File: src/rtl/id_pkg.sv
// Shared decode constants, ID/EX word layout and pc_src codes for the ID stage.
package id_pkg;

  localparam logic [5:0] OP_RTYPE = 6'h00;
  localparam logic [5:0] OP_J     = 6'h02;
  localparam logic [5:0] OP_JAL   = 6'h03;
  localparam logic [5:0] OP_BEQ   = 6'h04;
  localparam logic [5:0] OP_BNE   = 6'h05;
  localparam logic [5:0] OP_ADDI  = 6'h08;
  localparam logic [5:0] OP_SLTI  = 6'h0A;
  localparam logic [5:0] OP_ANDI  = 6'h0C;
  localparam logic [5:0] OP_ORI   = 6'h0D;
  localparam logic [5:0] OP_LUI   = 6'h0F;
  localparam logic [5:0] OP_LW    = 6'h23;
  localparam logic [5:0] OP_SW    = 6'h2B;

  localparam logic [5:0] F_SLL  = 6'h00;
  localparam logic [5:0] F_SRL  = 6'h02;
  localparam logic [5:0] F_SRA  = 6'h03;
  localparam logic [5:0] F_JR   = 6'h08;
  localparam logic [5:0] F_JALR = 6'h09;
  localparam logic [5:0] F_ADD  = 6'h20;
  localparam logic [5:0] F_ADDU = 6'h21;
  localparam logic [5:0] F_SUB  = 6'h22;
  localparam logic [5:0] F_SUBU = 6'h23;
  localparam logic [5:0] F_AND  = 6'h24;
  localparam logic [5:0] F_OR   = 6'h25;
  localparam logic [5:0] F_XOR  = 6'h26;
  localparam logic [5:0] F_NOR  = 6'h27;
  localparam logic [5:0] F_SLT  = 6'h2A;
  localparam logic [5:0] F_SLTU = 6'h2B;

  // alu_op reuses the R-type funct encoding; lui needs a pass-B op of its own
  localparam logic [5:0] ALU_PASSB = 6'h3F;

  localparam logic [3:0] PC_SRC_SEQ    = 4'd0;
  localparam logic [3:0] PC_SRC_BRANCH = 4'd1;
  localparam logic [3:0] PC_SRC_JUMP   = 4'd2;
  localparam logic [3:0] PC_SRC_JR     = 4'd3;

  localparam int CTRL_REG_WRITE  = 11;
  localparam int CTRL_MEM_READ   = 10;
  localparam int CTRL_MEM_WRITE  = 9;
  localparam int CTRL_MEM_TO_REG = 8;
  localparam int CTRL_ALU_SRC    = 7;
  localparam int CTRL_LINK       = 6;

  typedef struct packed {
    logic [11:0] ctrl;
    logic [4:0]  rd;
    logic [31:0] imm;
    logic [31:0] pc_plus4;
    logic [31:0] rs_data;
    logic [31:0] rt_data;
  } id_ex_t;

  localparam id_ex_t ID_EX_BUBBLE = '0;

  function automatic logic [11:0] mk_ctrl(input logic rw, input logic mr, input logic mw,
                                          input logic m2r, input logic asrc, input logic link,
                                          input logic [5:0] op);
    return {rw, mr, mw, m2r, asrc, link, op};
  endfunction

endpackage

File: src/rtl/id_hazard_unit.sv
// Stall and branch-operand forward select for the ID stage.
// ID_BRANCH_FWD_EN: forward EX/MEM ALU results into the branch comparator instead of stalling.
module id_hazard_unit
  import id_pkg::*;
(
  input  logic [1:0][4:0] src_i,     // [0] = rs, [1] = rt
  input  logic [1:0]      use_i,
  input  logic [1:0]      br_i,      // source feeds the branch/jr comparator
  input  logic [4:0]      idex_rd_i,
  input  logic            idex_reg_write_i,
  input  logic            idex_mem_read_i,
  input  logic [4:0]      exmem_rd_i,
  input  logic            exmem_reg_write_i,
  input  logic            exmem_mem_read_i,
  output logic            stall_o,
  output logic [1:0]      fwd_o
);

  function automatic logic hit(input logic [4:0] dst, input logic [4:0] src);
    return (src != 5'd0) && (dst == src);
  endfunction

  always_comb begin
    stall_o = 1'b0;
    fwd_o   = '0;
    for (int s = 0; s < 2; s++) begin
      if (use_i[s] && idex_mem_read_i && hit(idex_rd_i, src_i[s]))
        stall_o = 1'b1;
      if (br_i[s] && idex_reg_write_i && hit(idex_rd_i, src_i[s]))
        stall_o = 1'b1;
      if (br_i[s] && exmem_mem_read_i && hit(exmem_rd_i, src_i[s]))
        stall_o = 1'b1;
      if (br_i[s] && exmem_reg_write_i && !exmem_mem_read_i && hit(exmem_rd_i, src_i[s])) begin
`ifdef ID_BRANCH_FWD_EN
        fwd_o[s] = 1'b1;
`else
        stall_o = 1'b1;
`endif
      end
    end
  end

endmodule

File: src/rtl/id_stage.sv
// Decode stage: decode, branch/jump resolution, hazard stalls, ID/EX register, stall counter.
// ID_BRANCH_FWD_EN (see id_hazard_unit) selects comparator forwarding over an extra stall.
module id_stage
  import id_pkg::*;
#(
  parameter int STALL_CNT_W = 32
) (
  input  logic                   clk,
  input  logic                   reset,
  input  logic [63:0]            if_id,
  output logic [4:0]             rs_addr,
  output logic [4:0]             rt_addr,
  input  logic [31:0]            rs_data,
  input  logic [31:0]            rt_data,
  input  logic [4:0]             exmem_rd,
  input  logic                   exmem_reg_write,
  input  logic                   exmem_mem_read,
  input  logic [31:0]            exmem_alu_result,
  input  logic                   id_flush,
  output logic [3:0]             pc_src,
  output logic [31:0]            branch_address,
  output logic [31:0]            jump_address,
  output logic [31:0]            jr_address,
  output logic                   if_flush,
  output logic                   if_pause,
  output logic [11:0]            id_ex_ctrl,
  output logic [31:0]            id_ex_rs_data,
  output logic [31:0]            id_ex_rt_data,
  output logic [31:0]            id_ex_imm,
  output logic [4:0]             id_ex_rd,
  output logic [31:0]            id_ex_pc_plus4,
  output logic                   undefined_inst,
  output logic [STALL_CNT_W-1:0] stall_count
);

  logic [31:0] instr, pc4, imm_sext;
  logic [5:0]  op, funct;
  logic [4:0]  rs, rt, rd;

  assign instr    = if_id[31:0];
  assign pc4      = if_id[63:32];
  assign op       = instr[31:26];
  assign funct    = instr[5:0];
  assign rs       = instr[25:21];
  assign rt       = instr[20:16];
  assign rd       = instr[15:11];
  assign imm_sext = {{16{instr[15]}}, instr[15:0]};
  assign rs_addr  = rs;
  assign rt_addr  = rt;

  logic [11:0] dec_ctrl;
  logic [4:0]  dec_rd;
  logic [31:0] dec_imm;
  logic        use_rs, use_rt, is_br, is_bne, is_j, is_jr, undef, is_nop;

  always_comb begin
    dec_ctrl = '0;
    dec_rd   = '0;
    dec_imm  = imm_sext;
    use_rs   = 1'b0;
    use_rt   = 1'b0;
    is_br    = 1'b0;
    is_bne   = 1'b0;
    is_j     = 1'b0;
    is_jr    = 1'b0;
    undef    = 1'b0;
    case (op)
      OP_RTYPE: begin
        case (funct)
          F_SLL, F_SRL, F_SRA: begin
            dec_ctrl = mk_ctrl(1'b1, 1'b0, 1'b0, 1'b0, 1'b0, 1'b0, funct);
            dec_rd   = rd;
            use_rt   = 1'b1;
          end
          F_ADD, F_ADDU, F_SUB, F_SUBU, F_AND, F_OR, F_XOR, F_NOR, F_SLT, F_SLTU: begin
            dec_ctrl = mk_ctrl(1'b1, 1'b0, 1'b0, 1'b0, 1'b0, 1'b0, funct);
            dec_rd   = rd;
            use_rs   = 1'b1;
            use_rt   = 1'b1;
          end
          F_JR: begin
            is_jr  = 1'b1;
            use_rs = 1'b1;
          end
          F_JALR: begin
            dec_ctrl = mk_ctrl(1'b1, 1'b0, 1'b0, 1'b0, 1'b0, 1'b1, F_ADD);
            dec_rd   = rd;
            is_jr    = 1'b1;
            use_rs   = 1'b1;
          end
          default: undef = 1'b1;
        endcase
      end
      OP_ADDI: begin
        dec_ctrl = mk_ctrl(1'b1, 1'b0, 1'b0, 1'b0, 1'b1, 1'b0, F_ADD);
        dec_rd   = rt;
        use_rs   = 1'b1;
      end
      OP_SLTI: begin
        dec_ctrl = mk_ctrl(1'b1, 1'b0, 1'b0, 1'b0, 1'b1, 1'b0, F_SLT);
        dec_rd   = rt;
        use_rs   = 1'b1;
      end
      OP_ANDI, OP_ORI: begin
        dec_ctrl = mk_ctrl(1'b1, 1'b0, 1'b0, 1'b0, 1'b1, 1'b0, (op == OP_ANDI) ? F_AND : F_OR);
        dec_rd   = rt;
        dec_imm  = {16'h0, instr[15:0]};
        use_rs   = 1'b1;
      end
      OP_LUI: begin
        dec_ctrl = mk_ctrl(1'b1, 1'b0, 1'b0, 1'b0, 1'b1, 1'b0, ALU_PASSB);
        dec_rd   = rt;
        dec_imm  = {instr[15:0], 16'h0};
      end
      OP_LW: begin
        dec_ctrl = mk_ctrl(1'b1, 1'b1, 1'b0, 1'b1, 1'b1, 1'b0, F_ADD);
        dec_rd   = rt;
        use_rs   = 1'b1;
      end
      OP_SW: begin
        dec_ctrl = mk_ctrl(1'b0, 1'b0, 1'b1, 1'b0, 1'b1, 1'b0, F_ADD);
        use_rs   = 1'b1;
        use_rt   = 1'b1;
      end
      OP_BEQ, OP_BNE: begin
        is_br  = 1'b1;
        is_bne = (op == OP_BNE);
        use_rs = 1'b1;
        use_rt = 1'b1;
      end
      OP_J:   is_j = 1'b1;
      OP_JAL: begin
        dec_ctrl = mk_ctrl(1'b1, 1'b0, 1'b0, 1'b0, 1'b0, 1'b1, F_ADD);
        dec_rd   = 5'd31;
        is_j     = 1'b1;
      end
      default: undef = 1'b1;
    endcase
    // a flushed fetch slot arrives as all zeros; keep it out of the hazard logic
    is_nop = (instr == 32'h0);
    if (is_nop) begin
      use_rs = 1'b0;
      use_rt = 1'b0;
    end
  end

  id_ex_t idex_q, idex_d;
  logic   undef_q, undef_d;
  logic [STALL_CNT_W-1:0] cnt_q, cnt_d;
  logic   hz_stall;
  logic [1:0] fwd;

  id_hazard_unit u_hz (
    .src_i            ({rt, rs}),
    .use_i            ({use_rt, use_rs}),
    .br_i             ({is_br, is_br | is_jr}),
    .idex_rd_i        (idex_q.rd),
    .idex_reg_write_i (idex_q.ctrl[CTRL_REG_WRITE]),
    .idex_mem_read_i  (idex_q.ctrl[CTRL_MEM_READ]),
    .exmem_rd_i       (exmem_rd),
    .exmem_reg_write_i(exmem_reg_write),
    .exmem_mem_read_i (exmem_mem_read),
    .stall_o          (hz_stall),
    .fwd_o            (fwd)
  );

  logic [31:0] rs_val, rt_val;
  logic        taken, kill;

  assign rs_val = fwd[0] ? exmem_alu_result : rs_data;
  assign rt_val = fwd[1] ? exmem_alu_result : rt_data;
  assign taken  = is_br && ((rs_val == rt_val) ^ is_bne);
  // reset gates the combinational fetch controls so a stall releases at once
  assign kill   = id_flush | reset;

  assign branch_address = {pc4[31], pc4[30:0] + {imm_sext[28:0], 2'b00}};
  assign jump_address   = {pc4[31:28], instr[25:0], 2'b00};
  assign jr_address     = rs_val;
  assign if_pause       = hz_stall & ~kill;

  always_comb begin
    pc_src = PC_SRC_SEQ;
    if (!kill && !hz_stall) begin
      if (taken)      pc_src = PC_SRC_BRANCH;
      else if (is_j)  pc_src = PC_SRC_JUMP;
      else if (is_jr) pc_src = PC_SRC_JR;
    end
  end
  assign if_flush = (pc_src != PC_SRC_SEQ);

  always_comb begin
    idex_d = '{ctrl: dec_ctrl, rd: dec_rd, imm: dec_imm, pc_plus4: pc4,
               rs_data: rs_data, rt_data: rt_data};
    if (id_flush || hz_stall || undef || is_nop)
      idex_d = ID_EX_BUBBLE;
    undef_d = undef & ~id_flush;
    cnt_d   = cnt_q;
    if (if_pause && (cnt_q != {STALL_CNT_W{1'b1}}))
      cnt_d = cnt_q + STALL_CNT_W'(1);
  end

  always_ff @(posedge clk or posedge reset) begin
    if (reset) begin
      idex_q  <= ID_EX_BUBBLE;
      undef_q <= 1'b0;
      cnt_q   <= '0;
    end else begin
      idex_q  <= idex_d;
      undef_q <= undef_d;
      cnt_q   <= cnt_d;
    end
  end

  assign id_ex_ctrl     = idex_q.ctrl;
  assign id_ex_rd       = idex_q.rd;
  assign id_ex_imm      = idex_q.imm;
  assign id_ex_pc_plus4 = idex_q.pc_plus4;
  assign id_ex_rs_data  = idex_q.rs_data;
  assign id_ex_rt_data  = idex_q.rt_data;
  assign undefined_inst = undef_q;
  assign stall_count    = cnt_q;

endmodule

File: config.mk
export PLATFORM = sky130hd
export DESIGN_NAME = id_stage
export DESIGN_NICKNAME = d
export VERILOG_FILES = /design/src/rtl/id_pkg.sv /design/src/rtl/id_hazard_unit.sv /design/src/rtl/id_stage.sv
export SDC_FILE = /design/constraint.sdc
export NUM_CORES = 1
export LEC_CHECK = 0
export CORE_AREA = 2 2 177 179
export DETAILED_ROUTE_END_ITERATION = 10
export DIE_AREA = 0 0 179 181
export PLACE_DENSITY = 0.76
export RECOVER_POWER = 50
export SYNTH_ARGS = -nofsm -noshare
export SYNTH_HDL_FRONTEND = slang
export SYNTH_HIERARCHICAL = 1
export SYNTH_SLANG_ARGS = --single-unit
File: constraint.sdc
create_clock -name clk -period 6.9 [get_ports clk]
set_input_delay 1.035 -clock clk [delete_from_list [all_inputs] [get_ports clk]]
set_output_delay 1.035 -clock clk [all_outputs]
set_load 0.05 [all_outputs]
* Word-level counts from Yosys, hierarchy flattened
Index checks and enable logic that the tools add are counted.
Word-level totals: register bits 178, input bits 170, logic and storage cells 129
Operators by class: $add $sub $neg 2, eq/ne operators 31, mux-type cells 32, bitwise gates (word level) 7, reductions and logical operators 49
Operators with widths (count):
- $mux 145 | 1
- $pmux 12 s8 | 1
- $eq 6x6->1 const B | 12
- $pmux 32 s2 | 1
- $eq 6x4->1 const B | 7
- $add 32x1->32 const B | 1
- $eq 32x32->1 | 1
- $logic_not 32->1 | 1
- $ne 32x32->1 const B | 1
- $add 31x31->31 | 1
- $logic_and 1x1->1 | 25
- $eq 6x2->1 const B | 4
- $pmux 12 s2 | 1
- $eq 5x5->1 | 4
- $mux 1 | 19
- $pmux 5 s3 | 1
- $reduce_or 15->1 | 1
- $reduce_or 14->1 | 1
- $reduce_or 13->1 | 1
- $eq 6x3->1 const B | 2
- $logic_not 6->1 | 2
- $reduce_or 12->1 | 1
- $reduce_or 11->1 | 1
- $reduce_bool 5->1 | 2
- other kinds (14) | 29

* Depth between registers and ports, before layout
depth in word-level cells 19, mapped depth 19

* Cells and area by module
The synthesis kept the hierarchy.
Modules (own cells, without submodules):
- id_stage | times used 1, cells each 976, area an instance 9803.2 µm²
- id_hazard_unit | times used 1, cells each 42, area an instance 309.0 µm²

* Least setup slack after synthesis
No wires, ideal clock.
path kind input to register, start point input if_id[29], end point register cnt_q[25] (netlist: stall_count[25]), arrival time 5.332 ns, slack 1.427 ns, stages 17, buffers on the path 1, cell sequence or2_2 or4_1 buf_2 nor2_1 inv_1 a31oi_1 a22oi_1 nor2_1 a22oi_1 o22ai_1 nor3b_1 o21ai_4 inv_2 nand4_4 nor4_4 nand4_1 xnor2_1
Between the ends: elaborated cells between the ends (all ways) 48
RTL lines:
- start, declared | RTL line id_stage.sv:10 | input logic [63:0] if_id,
- $eq 6x3->1 or $eq 6x6->1 (tied branches) | RTL line id_stage.sv:67 | case (op)
- $reduce_or 3->1 (no source line)
- $pmux 1 s2 | RTL line id_stage.sv:67
- $mux 1 (*) | RTL line id_stage.sv:141 | if (is_nop) begin
- via use_rt | RTL line id_stage.sv:54 | logic use_rs, use_rt, is_br, is_bne, is_j, is_jr, undef, is_nop;
- $logic_and 1x1->1 (*) (2 in a row) | RTL line id_hazard_unit.sv:27 | if (use_i[s] && idex_mem_read_i && hit(idex_rd_i, src_i[s]))
- $mux 1 (*) | RTL line id_hazard_unit.sv:27
- $mux 1 (*) | RTL line id_hazard_unit.sv:29 | if (br_i[s] && idex_reg_write_i && hit(idex_rd_i, src_i[s]))
- $mux 1 (*) | RTL line id_hazard_unit.sv:31 | if (br_i[s] && exmem_mem_read_i && hit(exmem_rd_i, src_i[s]))
- $mux 1 (*) | RTL line id_hazard_unit.sv:33 | if (br_i[s] && exmem_reg_write_i && !exmem_mem_read_i && hit(exmem_rd_i, src_i[s])) begin
- via hz_stall | RTL line id_stage.sv:150 | logic hz_stall;
- $and 1x1->1 (*) | RTL line id_stage.sv:179 | assign if_pause = hz_stall & ~kill;
- via if_pause | RTL line id_stage.sv:25 | output logic if_pause,
- $logic_and 1x1->1 (*) | RTL line id_stage.sv:198 | if (if_pause && (cnt_q != {STALL_CNT_W{1'b1}}))
- end signal, assigned | RTL line id_stage.sv:210 | cnt_q <= cnt_d;
- end, declared | RTL line id_stage.sv:149 | logic [STALL_CNT_W-1:0] cnt_q, cnt_d;
Mark *: on every way through the listed nets, which the timed path passes. The rest lies on a longest branch. A chain may end at the register's enable or synchronous reset.

* Final worst setup path
start point input if_id[28], end point output if_pause
Between the ends: elaborated cells between the ends (all ways) 47
RTL lines (RTL line):
- $eq 6x3->1 or $eq 6x6->1 (tied branches) | id_stage.sv:67
- $reduce_or 3->1 (no source line)
- $pmux 1 s2 | id_stage.sv:67
- $mux 1 (*) | id_stage.sv:141
- via use_rt | id_stage.sv:54
- $logic_and 1x1->1 (*) (2 in a row) | id_hazard_unit.sv:27
- $mux 1 (*) | id_hazard_unit.sv:27
- $mux 1 (*) | id_hazard_unit.sv:29
- $mux 1 (*) | id_hazard_unit.sv:31
- $mux 1 (*) | id_hazard_unit.sv:33
- via hz_stall | id_stage.sv:150
- $and 1x1->1 (*) | id_stage.sv:179
- end, declared | id_stage.sv:25
Marked as above.

==> implementation parameters <==
Parameter                              Value

Worst setup path
  Depth of the worst register-to-register path ... 12
  Terminus of the critical flop-to-flop path ... stall_count[27]
  Critical Path RT ... 5.86 ns
  Critical Path Source Type ... input port
  Kind of end point of the critical path ... output pin
  Category of the critical setup timing path ... input port to output pin
  Origin of the critical flop-to-flop path ... id_ex_rd[1]
  Endpoint of the most critical setup path ... if_pause
  Register-to-register setup slack ... 3.84 ns
  Launch point of the critical path ... if_id[28]
  Worst Path Max Fanout ... 15
  Arrival time of data at the critical path endpoint ... 5.22 ns

Timing
  Final hold slack ... 0.494 ns
  Worst Skew ... 0.00908 ns
  Transition time of the tightest slew-check pin ... 4.24 ns
  Hold violation count in the final report ... 0
  Endpoints failing setup ... 0
  Relative max-transition margin ... -1.83
  Setup_tns ... 0 ns
  Setup repair after global routing missed its margin ... no
  Max Fclk ... 0.160 GHz
  Clock period minus final worst setup slack ... 6.25 ns
  Max Transition Viols Final ... 110
  Least setup slack across all paths after layout ... 0.649 ns
  Final critical-path share of the clock period ... 0.906

Global route
  Total gr overflow ... 0
  Antenna violations before repair ... 4
  Global Route Usage Sum ... 0.255
  First-pass GRT wire length ... 61.1 mm
  Pin count of the biggest net entering global routing ... 110
  Vias in the first global route ... 9905

Floorplanning
  Initial core utilization ... 0.333
  Die Height ... 181 microns
  Floorplan row count ... 64
  I/O pin cnt ... 460
  Die width ... 179 microns
  Core area ... 30300 sq um
  Die footprint ... 32400 sq um

Outcome
  Violated checks ... capacitance limit, slew limit
  Run status ... finished with violations

Layout
  Fraction of layout cells with a size suffix above 1 ... 0.0730
  Final layout net count ... 1627
  Storage cell area ... 4430 sq um
  Combined area of the multi-input logic cells ... 5090 sq um
  Final std cells w/o fill ... 1838
  Syn-to-layout area delta ... 51.9%
  Filler Cells Inserted ... 2763

Yosys
  Sequential-to-total area share from yosys stat ... 0.438
  Count of synthesis-stage warnings from yosys ... 6
  Yosys reg bits ... 177
  Predominant post-synthesis flop cell ... sky130_fd_sc_hd__dfrtp_1
  Number of instances in the synthesized netlist ... 1018
  Number of enable-type register cells in the synthesized netlist ... 0
  Post-Synthesis Cell Area ... 10100 sq um
  Share of flip-flops with an asynchronous set or reset ... 1.00
  Number of distinct library cells after synthesis ... 65
  Post-Syn Area per Cell ... 9.93 sq um

Clock tree
  Buffers from clock root to sink, at most ... 2
  Clock transition at path regs ... 0.07 ns
  CTS H-tree lvls ... 4
  Setup repair bufs after CTS ... 0
  Total CTS buffers ... 17
  Hold-fix buffers at CTS ... 0
  Insertion delay to the later sink of the worst-skew pair ... 0.44 ns
  Buffer type at the clock tree root ... sky130_fd_sc_hd__clkbuf_16
  TritonCTS clock tree ... built
  Total number of clock tree sinks ... 177
  Post_cts resized ... 0

Pwr
  Net switching power ... 1090 uW
  Highest ir drop seen on vdd ... 0.143 mV
  Power per standard cell area ... 195 nW/um^2
  Net switching fraction of the power ... 0.364
  Portion of total power attributed to combinational logic ... 0.322
  Leak ... 0.00744 uW
  Share of power burned in registers ... 0.355
  Internal power ... 1900 uW
  Clock power share ... 0.323

Placed design
  DP HPWL ... 32.3 mm
  Number of placed cells counting well taps ... 1804
  Global placement routability congestion ... 0.935
  # port buffers ... 455
  Worst slack, placed ... 0.680 ns

Min path
  Worst min-delay path class ... flip-flop to flip-flop

Route
  Number of design-rule violations left by the first detailed-router iteration ... 552
  Average wire per cell in the routed design ... 22.6 microns
  Routed via count ... 9507
  Number of detailed-route iterations in the first pass ... 5
  Final routed DRC violation total ... 0
  Number of antenna-violating nets in the routed design ... 0
  Detailed Route WL ... 41.5 mm
  Via density ... 5.17

Flow run
  Max Cap Viol ... 1
## worst max-delay path, stage by stage
cell	delay, ns
sky130_fd_sc_hd__clkdlybuf4s50_1	0.66
sky130_fd_sc_hd__or2_2	0.43
sky130_fd_sc_hd__or4_1	0.57
sky130_fd_sc_hd__nor2_1	0.35
sky130_fd_sc_hd__inv_1	0.11
sky130_fd_sc_hd__a31oi_1	0.19
sky130_fd_sc_hd__a22oi_1	0.11
sky130_fd_sc_hd__nor2_1	0.11
sky130_fd_sc_hd__a22oi_1	0.07
sky130_fd_sc_hd__o22ai_1	0.30
sky130_fd_sc_hd__nor3b_1	0.29
sky130_fd_sc_hd__buf_4	0.18
sky130_fd_sc_hd__clkdlybuf4s50_1	0.80
## cell usage in the layout, fill, tap and decap left out, types with 4 or more instances in the layout
cell,n
sky130_fd_sc_hd__ha_1,29
sky130_fd_sc_hd__mux2_2,32
sky130_fd_sc_hd__dfrtp_1,177
sky130_fd_sc_hd__clkbuf_16,17
sky130_fd_sc_hd__a21oi_1,57
sky130_fd_sc_hd__a22oi_1,4
sky130_fd_sc_hd__a211oi_1,6
sky130_fd_sc_hd__nor3_1,16
sky130_fd_sc_hd__and3_1,105
sky130_fd_sc_hd__a21o_1,13
sky130_fd_sc_hd__nor2b_1,9
sky130_fd_sc_hd__nor2_1,76
sky130_fd_sc_hd__and4_1,5
sky130_fd_sc_hd__nand2b_1,6
sky130_fd_sc_hd__nand4_1,17
sky130_fd_sc_hd__inv_6,5
sky130_fd_sc_hd__nor4_1,19
sky130_fd_sc_hd__and2_1,20
sky130_fd_sc_hd__xnor2_1,72
sky130_fd_sc_hd__a31oi_1,6
sky130_fd_sc_hd__conb_1,6
sky130_fd_sc_hd__clkdlybuf4s50_1,277
sky130_fd_sc_hd__nand2_1,51
sky130_fd_sc_hd__o21a_1,6
sky130_fd_sc_hd__nand3_1,18
sky130_fd_sc_hd__or4_1,5
sky130_fd_sc_hd__o211ai_1,5
sky130_fd_sc_hd__o21ai_1,4
sky130_fd_sc_hd__buf_4,19
sky130_fd_sc_hd__xor2_1,76
sky130_fd_sc_hd__dlygate4sd3_1,178
sky130_fd_sc_hd__clkinvlp_4,4
sky130_fd_sc_hd__o21ai_0,27
sky130_fd_sc_hd__inv_1,16
## synthesized netlist by cell type, drive strengths merged, types with 7 or more instances
master | n | share of area
a211oi | 7 | 0.0057
a21o | 13 | 0.0097
a21oi | 57 | 0.028
a31oi | 7 | 0.0049
and2 | 20 | 0.012
and3 | 105 | 0.065
buf | 69 | 0.047
clkbuf | 20 | 0.0074
dfrtp | 177 | 0.44
ha | 29 | 0.036
inv | 18 | 0.0067
mux2 | 32 | 0.036
nand2 | 51 | 0.019
nand3 | 20 | 0.011
nand4 | 19 | 0.015
nor2 | 77 | 0.029
nor2b | 9 | 0.0056
nor3 | 18 | 0.0094
nor4 | 22 | 0.017
o21ai | 32 | 0.017
xnor2 | 72 | 0.062
xor2 | 76 | 0.066
## routing by layer
layer,routed length (microns),track usage,vias to the layer above
met3,4090,0.0966,89
met1,14900,0.269,4636
met5,11,0,-
met4,1570,0.111,2
li1,-,-,4330
met2,20900,0.449,450
## cell families (layout without fill, tap and decap cells)
kind of cell	after synthesis	count (layout)	synth area share
other	2	9	0.000743
buffers and inverters	108	525	0.0610
multiplexers	33	33	0.0366
adder cells (fa/ha/maj)	30	30	0.0379
XOR/XNOR	148	148	0.128
AO/OA/AOI/OAI	152	152	0.0940
flip-flops	177	177	0.438
AND/OR/NAND/NOR	368	368	0.204
## power by group through the flow
stage	logic (uW)	registers [uW]	clock network, uW
final	963	1060	966
after global routing	1020	1060	1030
after CTS	973	1060	989
after detailed placement	969	1080	0
after global placement	964	1080	0
after floorplan	513	1160	0
## how the worst min path moves through the flow
stage                                from               to  slack [ns]  depth (start not counted)
after global placement    stall_count[19]  stall_count[19]        0.48                          1
after detailed placement  stall_count[14]  stall_count[14]        0.49                          1
after global routing      stall_count[14]  stall_count[14]        0.52                          1
final                     stall_count[14]  stall_count[14]        0.49                          1
after CTS                 stall_count[14]  stall_count[14]        0.50                          1
after floorplan            stall_count[1]   stall_count[1]        0.79                          2
## state kept, by name, summed over array words and instances (netlist names)
name and flops:
id_ex_ctrl 11, id_ex_rt_data 32, undefined_inst 1, id_ex_imm 32, id_ex_rs_data 32, id_ex_rd 5
id_ex_pc_plus4 32, stall_count 32
## layout make-up
type                       instances  area share
antenna                            3    0.000489
clock buffer                      18      0.0279
clock inverter                    13     0.00823
inverter                          19     0.00464
multi-input combinational        737       0.332
sequential                       177       0.288
tap                              396      0.0323
timing repair buffer             475       0.306
## metrics by stage
stage | instance area, sq um | util | total power, uW
2_1_floorplan | 10100 | - | 1670
3_3_place_gp | 14800 | 0.488 | 2050
3_5_place_dp | 14800 | 0.488 | 2050
4_1_cts | 15400 | 0.506 | 3020
5_1_grt | 15400 | 0.506 | 3110
6_report | 15400 | 0.506 | 2990
Power figures use the tool's default switching activity.
